## src/rtl/bram_loader_if.sv

```systemverilog
// Load-side bundle for bram_loader: the input word stream, the two BRAM write
// ports, and the status outputs. The loader is the slave; the data source is the master.
interface bram_loader_if #(
    parameter int DATA_WIDTH = 8
);
    logic                  start;
    logic                  in_valid;
    logic [DATA_WIDTH-1:0] in_data;
    logic                  in_ready;

    logic                  ena_A;
    logic                  wea_A;
    logic [4:0]            addra_A;
    logic [DATA_WIDTH-1:0] dina_A;

    logic                  ena_B;
    logic                  wea_B;
    logic [4:0]            addra_B;
    logic [DATA_WIDTH-1:0] dina_B;

    logic                  busy;
    logic                  done;
    logic [5:0]            word_count;

    modport master (
        output start, in_valid, in_data,
        input  in_ready,
        input  ena_A, wea_A, addra_A, dina_A,
        input  ena_B, wea_B, addra_B, dina_B,
        input  busy, done, word_count
    );

    modport slave (
        input  start, in_valid, in_data,
        output in_ready,
        output ena_A, wea_A, addra_A, dina_A,
        output ena_B, wea_B, addra_B, dina_B,
        output busy, done, word_count
    );
endinterface

```

## src/rtl/bram_loader.sv

```systemverilog
// Streams 2*DEPTH words into two BRAMs: the first DEPTH fill BRAM A, the next DEPTH fill
// BRAM B. Write strobes follow each accepted word by exactly one registered cycle.
module bram_loader #(
    parameter int DATA_WIDTH = 8,
    parameter int DEPTH      = 21
) (
    input logic         clk,
    input logic         rst,
    bram_loader_if.slave bus
);
    localparam int AW = 5;
    localparam int CW = 6;
    localparam logic [AW-1:0] LAST_ADDR = AW'(DEPTH - 1);

    typedef enum logic [1:0] {
        IDLE   = 2'd0,
        LOAD_A = 2'd1,
        LOAD_B = 2'd2
    } state_t;

    state_t          state_q, state_d;
    logic [AW-1:0]   ptr_q, ptr_d;
    logic [CW-1:0]   count_q, count_d;

    logic            loading;
    logic            beat;
    logic            at_last;
    logic            wr_a;
    logic            wr_b;
    logic            last_write;

    logic                  ena_a_q;
    logic                  ena_b_q;
    logic                  done_q;
    logic [AW-1:0]         addr_a_q;
    logic [AW-1:0]         addr_b_q;
    logic [DATA_WIDTH-1:0] din_a_q;
    logic [DATA_WIDTH-1:0] din_b_q;

    // in_ready depends only on state, so a source may legally wait for it before asserting in_valid.
    assign loading    = (state_q != IDLE);
    assign beat       = bus.in_valid & loading;
    assign at_last    = (ptr_q == LAST_ADDR);
    assign wr_a       = beat & (state_q == LOAD_A);
    assign wr_b       = beat & (state_q == LOAD_B);
    assign last_write = wr_b & at_last;

    always_comb begin
        // NOTE: every output of this block gets a default first, so no path can infer a latch.
        state_d = state_q;
        ptr_d   = ptr_q;
        count_d = count_q;

        unique case (state_q)
            IDLE: begin
                if (bus.start) begin
                    state_d = LOAD_A;
                    ptr_d   = '0;
                    count_d = '0;
                end
            end
            LOAD_A: begin
                if (beat) begin
                    count_d = count_q + 6'd1;
                    if (at_last) begin
                        ptr_d   = '0;
                        state_d = LOAD_B;
                    end else begin
                        ptr_d = ptr_q + 5'd1;
                    end
                end
            end
            LOAD_B: begin
                if (beat) begin
                    count_d = count_q + 6'd1;
                    if (at_last) begin
                        ptr_d   = '0;
                        state_d = IDLE;
                    end else begin
                        ptr_d = ptr_q + 5'd1;
                    end
                end
            end
            default: begin
                state_d = IDLE;
                ptr_d   = '0;
            end
        endcase
    end

    // NOTE: state is updated with non-blocking assignments so every flop samples pre-edge values.
    always_ff @(posedge clk) begin
        if (rst) begin
            state_q <= IDLE;
            ptr_q   <= '0;
            count_q <= '0;
        end else begin
            state_q <= state_d;
            ptr_q   <= ptr_d;
            count_q <= count_d;
        end
    end

    // Address and data only load on a strobe, so they keep the last written word between writes.
    // NOTE: reset clears these registers too, since the BRAM-side outputs have defined reset values.
    always_ff @(posedge clk) begin
        if (rst) begin
            ena_a_q  <= 1'b0;
            ena_b_q  <= 1'b0;
            done_q   <= 1'b0;
            addr_a_q <= '0;
            addr_b_q <= '0;
            din_a_q  <= '0;
            din_b_q  <= '0;
        end else begin
            ena_a_q <= wr_a;
            ena_b_q <= wr_b;
            done_q  <= last_write;
            if (wr_a) begin
                addr_a_q <= ptr_q;
                din_a_q  <= bus.in_data;
            end
            if (wr_b) begin
                addr_b_q <= ptr_q;
                din_b_q  <= bus.in_data;
            end
        end
    end

    // The block never reads, so write-enable always mirrors port enable.
    assign bus.in_ready   = loading;
    assign bus.busy       = loading;
    assign bus.done       = done_q;
    assign bus.word_count = count_q;

    assign bus.ena_A   = ena_a_q;
    assign bus.wea_A   = ena_a_q;
    assign bus.addra_A = addr_a_q;
    assign bus.dina_A  = din_a_q;

    assign bus.ena_B   = ena_b_q;
    assign bus.wea_B   = ena_b_q;
    assign bus.addra_B = addr_b_q;
    assign bus.dina_B  = din_b_q;

endmodule
```

## src/flat_wrapper.sv

```systemverilog
// flat-port wrapper written by rule: the top's interface ports become plain ports
module bram_loader_flat 
#(
    parameter int DATA_WIDTH = 8,
    parameter int DEPTH      = 21
)
  (clk, rst, bus_start, bus_in_valid, bus_in_data, bus_in_ready, bus_ena_A, bus_wea_A, bus_addra_A, bus_dina_A, bus_ena_B, bus_wea_B, bus_addra_B, bus_dina_B, bus_busy, bus_done, bus_word_count);
  bram_loader_if #(.DATA_WIDTH(DATA_WIDTH)) bus_i ();
  input logic clk;
  input logic rst;
  input wire logic [$bits(bus_i.start)-1:0] bus_start;
  input wire logic [$bits(bus_i.in_valid)-1:0] bus_in_valid;
  input wire logic [$bits(bus_i.in_data)-1:0] bus_in_data;
  output wire logic [$bits(bus_i.in_ready)-1:0] bus_in_ready;
  output wire logic [$bits(bus_i.ena_A)-1:0] bus_ena_A;
  output wire logic [$bits(bus_i.wea_A)-1:0] bus_wea_A;
  output wire logic [$bits(bus_i.addra_A)-1:0] bus_addra_A;
  output wire logic [$bits(bus_i.dina_A)-1:0] bus_dina_A;
  output wire logic [$bits(bus_i.ena_B)-1:0] bus_ena_B;
  output wire logic [$bits(bus_i.wea_B)-1:0] bus_wea_B;
  output wire logic [$bits(bus_i.addra_B)-1:0] bus_addra_B;
  output wire logic [$bits(bus_i.dina_B)-1:0] bus_dina_B;
  output wire logic [$bits(bus_i.busy)-1:0] bus_busy;
  output wire logic [$bits(bus_i.done)-1:0] bus_done;
  output wire logic [$bits(bus_i.word_count)-1:0] bus_word_count;
  assign bus_i.start = bus_start;
  assign bus_i.in_valid = bus_in_valid;
  assign bus_i.in_data = bus_in_data;
  assign bus_in_ready = bus_i.in_ready;
  assign bus_ena_A = bus_i.ena_A;
  assign bus_wea_A = bus_i.wea_A;
  assign bus_addra_A = bus_i.addra_A;
  assign bus_dina_A = bus_i.dina_A;
  assign bus_ena_B = bus_i.ena_B;
  assign bus_wea_B = bus_i.wea_B;
  assign bus_addra_B = bus_i.addra_B;
  assign bus_dina_B = bus_i.dina_B;
  assign bus_busy = bus_i.busy;
  assign bus_done = bus_i.done;
  assign bus_word_count = bus_i.word_count;
  bram_loader #(.DATA_WIDTH(DATA_WIDTH), .DEPTH(DEPTH)) u_core (.clk(clk), .rst(rst), .bus(bus_i));
endmodule
```

## config.mk

```make
export PLATFORM = sky130hd
export DESIGN_NAME = bram_loader_flat
export DESIGN_NICKNAME = d
export VERILOG_FILES = /design/src/rtl/bram_loader_if.sv /design/src/rtl/bram_loader.sv /design/src/flat_wrapper.sv
export SDC_FILE = /design/constraint.sdc
export NUM_CORES = 1
export LEC_CHECK = 0
export ABC_CLOCK_PERIOD_IN_PS = 1600
export BUFFER_PORTS_ARGS = -buffer_cell sky130_fd_sc_hd__buf_2
export CELL_PAD_IN_SITES_DETAIL_PLACEMENT = 1
export CELL_PAD_IN_SITES_GLOBAL_PLACEMENT = 1
export CORE_UTILIZATION = 33
export DETAILED_ROUTE_END_ITERATION = 6
export GPL_TIMING_DRIVEN = 0
export PLACE_DENSITY = 0.71
export SYNTH_ARGS = -nofsm -noshare
export SYNTH_HDL_FRONTEND = slang
export SYNTH_SLANG_ARGS = --single-unit
```

## constraint.sdc

```tcl
create_clock -name clk -period 1.6 [get_ports clk]
set_input_delay 0.16 -clock clk [delete_from_list [all_inputs] [get_ports clk]]
set_output_delay 0.16 -clock clk [all_outputs]
set_load 0.005 [all_outputs]
```

Yosys cells after proc, flatten, opt, wreduce, memory -nomap -nowiden. Cells that the tools add are included.

Output and inout port bits: 39. Input bits: 12. Register bits after elaboration: 42. Logic and storage cells: 45.

Reduce and logical (&&, ||, !) cells: 7. Mux-type cells: 13. Bitwise operators: 4. Add/subtract/negate cells: 2. Equal/unequal tests: 9.

Operators with widths (count): $mux W5 (3); $mux W6 (2); $pmux W6 S2 (1); $mux W2 (5); $ne A2 B1 Y1 const B (5); $pmux W5 S2 (1); $add A6 B1 Y6 const B (1); $pmux W2 S3 (1); $add A5 B1 Y5 const B (1); $eq A5 B5 Y1 const B (1); $reduce_and A5 Y1 (1); $and A1 B1 Y1 (4); $reduce_bool A2 Y1 (2); $reduce_and A3 Y1 (1); $eq A2 B1 Y1 const B (1); $eq A2 B2 Y1 const B (1); $logic_not A2 Y1 (1); $ne A2 B2 Y1 const B (1); $reduce_and A2 Y1 (1); $reduce_or A2 Y1 (1).

Longest topological paths before layout. Gate-level depths: netlist of run 1.

Depth in word-level cells: 4. Depth in mapped cells: 7. Gate-level depth less buffers: 6.

Least setup slack after synthesis of run 1. No wires, ideal clock.

Path type: reg2reg. Start: register u_core.state_q[0]. End: register u_core.count_q[3], in the netlist u_core.bus.word_count[3]. Path buffers: 0. Stages on the path, launching flop included: 7. Required time: 1.530 ns. Arrival time: 1.576 ns. Slack: -0.046 ns. Library setup time: 0.070 ns. Period minus slack after synthesis: 1.646 ns. Path through: dfxtp_1 -> inv_1 -> ha_1 -> nand2b_4 -> a2bb2oi_4 -> or3_1 -> a21oi_1.

Longest elaborated chain between the ends: 4. Elaborated cells on any way between the ends: 11. Classes of those cells: eq/ne (4); mux (1); bitwise (1); reduce/logical (5).

RTL lines: start: declaration (RTL line bram_loader.sv:21) `state_t state_q, state_d;`; start signal: assignment (RTL line bram_loader.sv:98) `state_q <= state_d;`; $eq A2 B2 Y1 (tied with other cells) (RTL line bram_loader.sv:54) `unique case (state_q)`; $reduce_or A2 Y1 (no line) / $and A1 B1 Y1 (equally long branches); $ne A2 B1 Y1 (no line) / $reduce_bool A2 Y1 (equally long branches); $reduce_and A3 Y1 (no line); end signal: assignment (RTL line bram_loader.sv:100) `count_q <= count_d;`; end: declaration (RTL line bram_loader.sv:23) `logic [CW-1:0] count_q, count_d;`.

Parallel ways exist; a longest one is shown, timed or not. A chain may end at the register's enable or synchronous reset.

Worst setup path after layout of run 1.
Start: register u_core.state_q[1]. End: register u_core.count_q[4], in the netlist u_core.bus.word_count[4].

Same word-level chain as after synthesis.

==> metrics.md, run 1 <==
| Metric | Value |
|---|---|
| Outcome | completed |
| Share of flip-flops with an asynchronous set or reset | 0 |
| Vias per cell | around 4.7 |
| Synth Cell Area | between 1500 and 2000 um^2 |
| Yosys warns | 0 |
| Max-slew headroom at the worst pin | 0.645 |
| Data required, critical path | approximately 1.8 ns |
| Number of library cell types mapped by synthesis | 33 |
| Commonest non-fill, non-tap cell in the layout | nand2_1 |
| Worst Tran Pin Value | roughly 0.53 ns |
| Die Span Y | 75.6 um |
| CP startpoint | u_core.state_q[1] |
| Clock H-tree levels | 2 |
| Max FO, Critical Path | 5 |
| RSZ-0062 raised after global routing | true |
| Arr. time, crit path | around 1.8 ns |
| Via Count | 1615 |
| Layout Skew | between 0.003 and 0.004 ns |
| Worst vdd ir | 0.000427 V |
| WHS Endpoint | u_core.bus.dina_B[2] |
| Power density over the cells | ~950 nW/um^2 |
| Highest metal used | met4 |
| Pre-antenna DRT Iters | 4 |
| Num CTS Buffers | 5 |
| Core area | 5170 um^2 |
| Initial Util | 0.345 |
| Clk buf depth | 2 |
| Synth Flop Type | dfxtp_1 |
| IO Port Bufs | a little under 50 |
| Gr ovfl total | 0 |
| Worst-Skew Late Latency | ~0.29 ns |
| Met2 wire length | between 2000 and 2500 um |
| R2R Path End | u_core.bus.word_count[4] |
| Critical path type | flip-flop to flip-flop |
| Vias in the first global route | between 1500 and 2000 |
| Cells after Synth | ~220 |
| Clk slew on worst S/H paths | ~0.08 ns |
| Row cnt | 26 |
| Syn avg cell area | about 8.3 um^2 |
| Clock Tree Root | clkbuf_8 |
| Routed len/inst | roughly 13 um |
| Final Total Pwr | around 2.2 mW |
| Layout net count | a little under 300 |
| Post-synth net total | 235 |
| R2R cell count | 6 |
| Full die area | about 5700 um^2 |
| Final ANT Viol Nets | 0 |
| First-pass GRT wire length | ~7000 um |
| Final Cycle Share | 0.977 |
| Largest net degree at the start of global routing | 14 |
| Setup crit start kind | flip-flop |
| Layout cells sized above 1 | 0.322 |
| Pleak | about 0.98 nW |
| Min-Delay Path Class | input port to flip-flop |
| Post-synthesis sequential area ratio | 0.471 |
| Final setup vio count | 0 |
| Initial drt markers | between 50 and 60 |
| FF+latch count, synth | 42 |
| HPWL after DPL | approximately 3200 um |
| Antenna violations before repair | 0 |
| Die W | around 76 um |
| DRC errors left | 0 |
| Total track usage | 0.170 |
| I/O pin cnt | 51 |
| Post-Route WL | about 4500 um |
| CTS tree | done |
| Number of enable flip-flop cells after synthesis | 0 |
| Worst path slowest cell | dfxtp_4 |
| Reg-to-Reg Start | u_core.state_q[1] |
| Worst-path cell chain | inv_4 -> ha_4 -> nand2b_4 -> a2bb2oi_4 -> or3_4 -> a21oi_2 |
| Hold Fails Final Rpt | 0 |
| Post-DP Area | between 2000 and 2500 um^2 |
| Routability Congestion | 0.692 |
| Hold path depth | 3 |
| Maximum clock frequency | ~640 MHz |
| Max Cap Viol | 0 |
| Tmin final | around 1.6 ns |
| # diodes | 0 |
| CP peak stage delay | around 0.38 ns |
| Synth-to-Final Area Change | 31.9% |
| Clock tree sinks | between 40 and 50 |
| Reg2Reg Setup Slack | ~0.037 ns |
| Slew Viols, Final | 0 |
| Final non-filler cell area | 2360 um^2 |
| Min-delay src | bus_in_data[2] |
| Worst Setup End Kind | flip-flop |
| Met3 WL | 160 um |
| Most frequent cells in the layout | nand2_1 (59), buf_2 (52), dfxtp_1 (40) |
| M1 WL | roughly 2100 um |
## cell usage after synthesis, types with 2 or more instances
library cell	n	area share
nand2_1	59	0.12
dfxtp_1	42	0.47
a21oi_1	33	0.092
nor2_1	11	0.023
ha_1	8	0.056
inv_1	7	0.015
o21ai_0	6	0.017
buf_2	5	0.014
mux2i_1	4	0.022
nand3_1	4	0.011
or3_1	4	0.014
and2_1	3	0.011
buf_4	3	0.013
clkbuf_1	3	0.0063
nand2b_1	3	0.011
nand4b_1	2	0.0098
nor2_2	2	0.0070
## kinds of logic after synthesis
| logic type | count (synthesis) | share of synthesized area |
|---|---|---|
| xor gates and xnor gates | 1 | 0.00490 |
| DFF | 42 | 0.471 |
| muxes | 4 | 0.0224 |
| and+or+nand+nor | 95 | 0.246 |
| AOI/OAI and AO/OA | 46 | 0.151 |
| buffers and inverters | 19 | 0.0497 |
| adders and majority gates | 8 | 0.0560 |
## power by group
part | switching, mW | internal (mW) | total [mW]
combinational | 0.184 | 0.150 | 0.334
sequential | 0.0154 | 1.06 | 1.08
clock | 0.370 | 0.466 | 0.836
total | 0.570 | 1.68 | 2.25
## repair_timing
action,CTS,global route
setup buffers,1,2
pin swaps,0,8
gates cloned,0,1
hold buffers,0,0
gates resized for setup,5,18
hold endpoints to repair,0,0
setup endpoints to repair,27,28
## final cells by class
class	count	area [um^2]
Fill cell	628	2820
Inverter	7	28.8
Tap cell	70	87.6
Multi-Input combinational cell	155	950
Buffer	12	67.6
Timing Repair Buffer	52	268
Clock buffer	6	72.6
Sequential cell	42	846
Clock inverter	2	37.5
## worst max-delay path by stage
stage,to,cells after the start,slack (ns)
after floorplan,u_core.bus.word_count[3],6,0.05
after global placement,u_core.bus.word_count[3],6,-0.05
after detailed placement,u_core.bus.word_count[3],6,-0.08
after CTS,u_core.bus.word_count[4],6,0.03
after global routing,u_core.bus.word_count[1],7,-0.04
final,u_core.bus.word_count[4],6,0.04
## sequential cells by signal, summed over array words and instances (netlist names)
name                   count
u_core.bus.addra_A         5
u_core.bus.addra_B         5
u_core.bus.dina_A          8
u_core.bus.dina_B          8
u_core.bus.done            1
u_core.bus.ena_A           1
u_core.bus.ena_B           1
u_core.bus.word_count      6
u_core.ptr_q               5
u_core.state_q             2
## routing by layer
layer / vias up / track usage
met2: 30 / 0.285
li1: 828 / -
met3: 4 / 0.0489
met5: - / 0
met1: 753 / 0.216
met4: 0 / 0.0432
## worst max-delay path: cells and delay by family (launching register included)
family                   cells  cell delay, ns
AND/OR/NAND/NOR              2            0.55
flip-flops                   1            0.38
AO/OA/AOI/OAI                2            0.28
adder cells (fa/ha/maj)      1            0.25
buffers and inverters        1            0.05
## stage by stage
step | setup slack (ns) | TNS [ns] | utilization | instances | hold slack (ns)
floorplan | 0.0466 | 0 | - | 215 | 0.296
global placement | -0.0468 | -0.257 | 0.412 | 334 | 0.416
detailed placement | -0.0823 | -1.01 | 0.412 | 334 | 0.421
CTS | 0.0272 | 0 | 0.436 | 343 | 0.101
global route | -0.0399 | -0.147 | 0.456 | 346 | 0.107
finish | 0.0366 | 0 | 0.456 | 346 | 0.107
(Power assumes the default switching activity.)
==> run 2, diff against run 1 <==
--- a/config.mk
+++ b/config.mk
@@ -13,6 +13,7 @@
 export DETAILED_ROUTE_END_ITERATION = 6
 export GPL_TIMING_DRIVEN = 0
 export PLACE_DENSITY = 0.71
+export REMOVE_ABC_BUFFERS = 1
 export SYNTH_ARGS = -nofsm -noshare
 export SYNTH_HDL_FRONTEND = slang
 export SYNTH_SLANG_ARGS = --single-unit
==> metrics.md, run 2 (synthesized netlist as in run 1, its figures left out) <==
| Metric | Value |
|---|---|
| Total track usage | 0.154 |
| Cts hold-fix bufs | 0 |
| IO Port Bufs | 50 |
| Layout net count | 281 |
| Maximum clock frequency | 650 MHz |
| Largest net degree at the start of global routing | 38 |
| Tmin final | roughly 1.5 ns |
| Worst Setup End Kind | flip-flop |
| Die W | roughly 76 um |
| Arr. time, crit path | 1.77 ns |
| Post-placement cell count | 323 |
| Clk buf depth | 2 |
| Final setup vio count | 0 |
| Clock tree sinks | 42 |
| CTS tree | done |
| Synth-to-Final Area Change | 23.2% |
| Max FO, Critical Path | 10 |
| Die Span Y | 75.6 um |
| Pre-antenna DRT Iters | 3 |
| Power density over the cells | 906 nW/um^2 |
| I/O pin cnt | between 50 and 60 |
| Post-Route WL | around 4200 um |
| Most frequent cells in the layout | nand2_1 (57), buf_2 (50), dfxtp_1 (39) |
| Row cnt | 26 |
| HPWL after DPL | just under 3000 um |
| Initial Util | 0.345 |
| # diodes | 0 |
| Clock H-tree levels | 2 |
| Worst Tran Pin Value | between 0.6 and 0.7 ns |
| Antenna violations before repair | 0 |
| Routability Congestion | 0.661 |
| Hold Fails Final Rpt | 0 |
| Vias in the first global route | ~1400 |
| Setup crit start kind | flip-flop |
| Initial drt markers | 50 |
| Worst-path cell chain | inv_2 -> ha_4 -> nand2b_4 -> a2bb2oi_4 -> or3_4 -> a21oi_2 |
| Worst path slowest cell | dfxtp_2 |
| Worst-Skew Late Latency | roughly 0.29 ns |
| Worst vdd ir | between 0.0004 and 0.0005 V |
| Slew Viols, Final | 0 |
| Layout Cells excl Fill | 331 |
| Data required, critical path | ~1.8 ns |
| Full die area | around 5700 um^2 |
| Min-Delay Path Class | input port to flip-flop |
| Layout Skew | ~0.0067 ns |
| Layout cells sized above 1 | 0.299 |
| Routed len/inst | 12.7 um |
| Pleak | just over 0.9 nW |
| Final Cycle Share | 0.961 |
| Utilization after layout | 0.425 |
| Commonest non-fill, non-tap cell in the layout | nand2_1 |
| First-pass GRT wire length | ~6600 um |
| RSZ-0062 raised after global routing | true |
| Via Count | between 1500 and 2000 |
| Max-slew headroom at the worst pin | 0.535 |
| Outcome | completed |
| Post-DP Area | between 2000 and 2500 um^2 |
| Gr ovfl total | 0 |
| Vias per cell | 4.72 |
| Clk slew on worst S/H paths | ~0.080 ns |
| TNS Setup | 0 ns |
| Core area | slightly above 5000 um^2 |
| Final ANT Viol Nets | 0 |
| DRC errors left | 0 |
| Num CTS Buffers | 5 |
| CP peak stage delay | approximately 0.34 ns |
| Critical path type | flip-flop to flip-flop |
| Final non-filler cell area | ~2200 um^2 |
| Max Cap Viol | 0 |
| Clock Tree Root | clkbuf_8 |
run 2: changes by cell type in the layout (fill, tap and decap cells not counted), moves of 2 or more:
cell	previous run	this run
buf_4	8	1
clkbuf_1	4	0
buf_2	52	50
clkinv_2	0	2
nand2_1	59	57
nand2_2	0	2
run 2: per-stage QoR:
stage,total power [mW],hold WS [ns],setup WS [ns]
after floorplan,1.26,0.229,-0.0461
after global placement,1.35,0.417,-0.240
after detailed placement,1.35,0.420,-0.240
after CTS,2.02,0.109,0.0167
after global routing,2.09,0.114,-0.00972
final,2.00,0.117,0.0620
run 2: what timing repair did:
action / in CTS / in global routing
setup endpoints to repair: 41 / 34
gates resized for setup: 7 / 11
pin swaps: 0 / 3
endpoints found under the hold margin: 0 / 0
cloned: 0 / 0
setup buffers: 1 / 0
run 2: cell type report:
type | instances | area [um^2]
Fill cell | 652 | 2970
Multi-Input combinational cell | 154 | 901
Sequential cell | 42 | 847
Timing Repair Buffer | 51 | 258
Tap cell | 70 | 87.6
Clock buffer | 5 | 68.8
Inverter | 7 | 28.8
Clock inverter | 2 | 10.0
run 2: critical path, delay by kind of cell (launching register included):
kind                     cells  cell delay, ns
AO/OA/AOI/OAI                2            0.32
adder cells (fa/ha/maj)      1            0.26
buffers and inverters        1            0.06
flip-flops                   1            0.34
AND/OR/NAND/NOR              2            0.50
run 2: worst paths after layout:
check                                            from                        to  slack, ns  cells after the start
worst max register to register      u_core.state_q[0]  u_core.bus.word_count[3]       0.06                      6
worst max-delay path                u_core.state_q[0]  u_core.bus.word_count[3]       0.06                      6
worst min-delay path                   bus_in_data[7]      u_core.bus.dina_A[7]       0.12                      3
worst min register to register  u_core.bus.addra_A[4]     u_core.bus.addra_A[4]       0.45                      2
run 2: per-layer routing:
metal,wire length (um),GRT usage,vias to the layer above
li1,-,-,803
met1,1990,0.189,713
met2,1910,0.259,41
met3,242,0.0410,5
met4,50,0.0556,0
met5,0,0,-
run 2: where the power goes:
group / switching, mW / internal (mW)
registers: 0.0148 / 1.06
logic: 0.159 / 0.118
clock network: 0.348 / 0.293
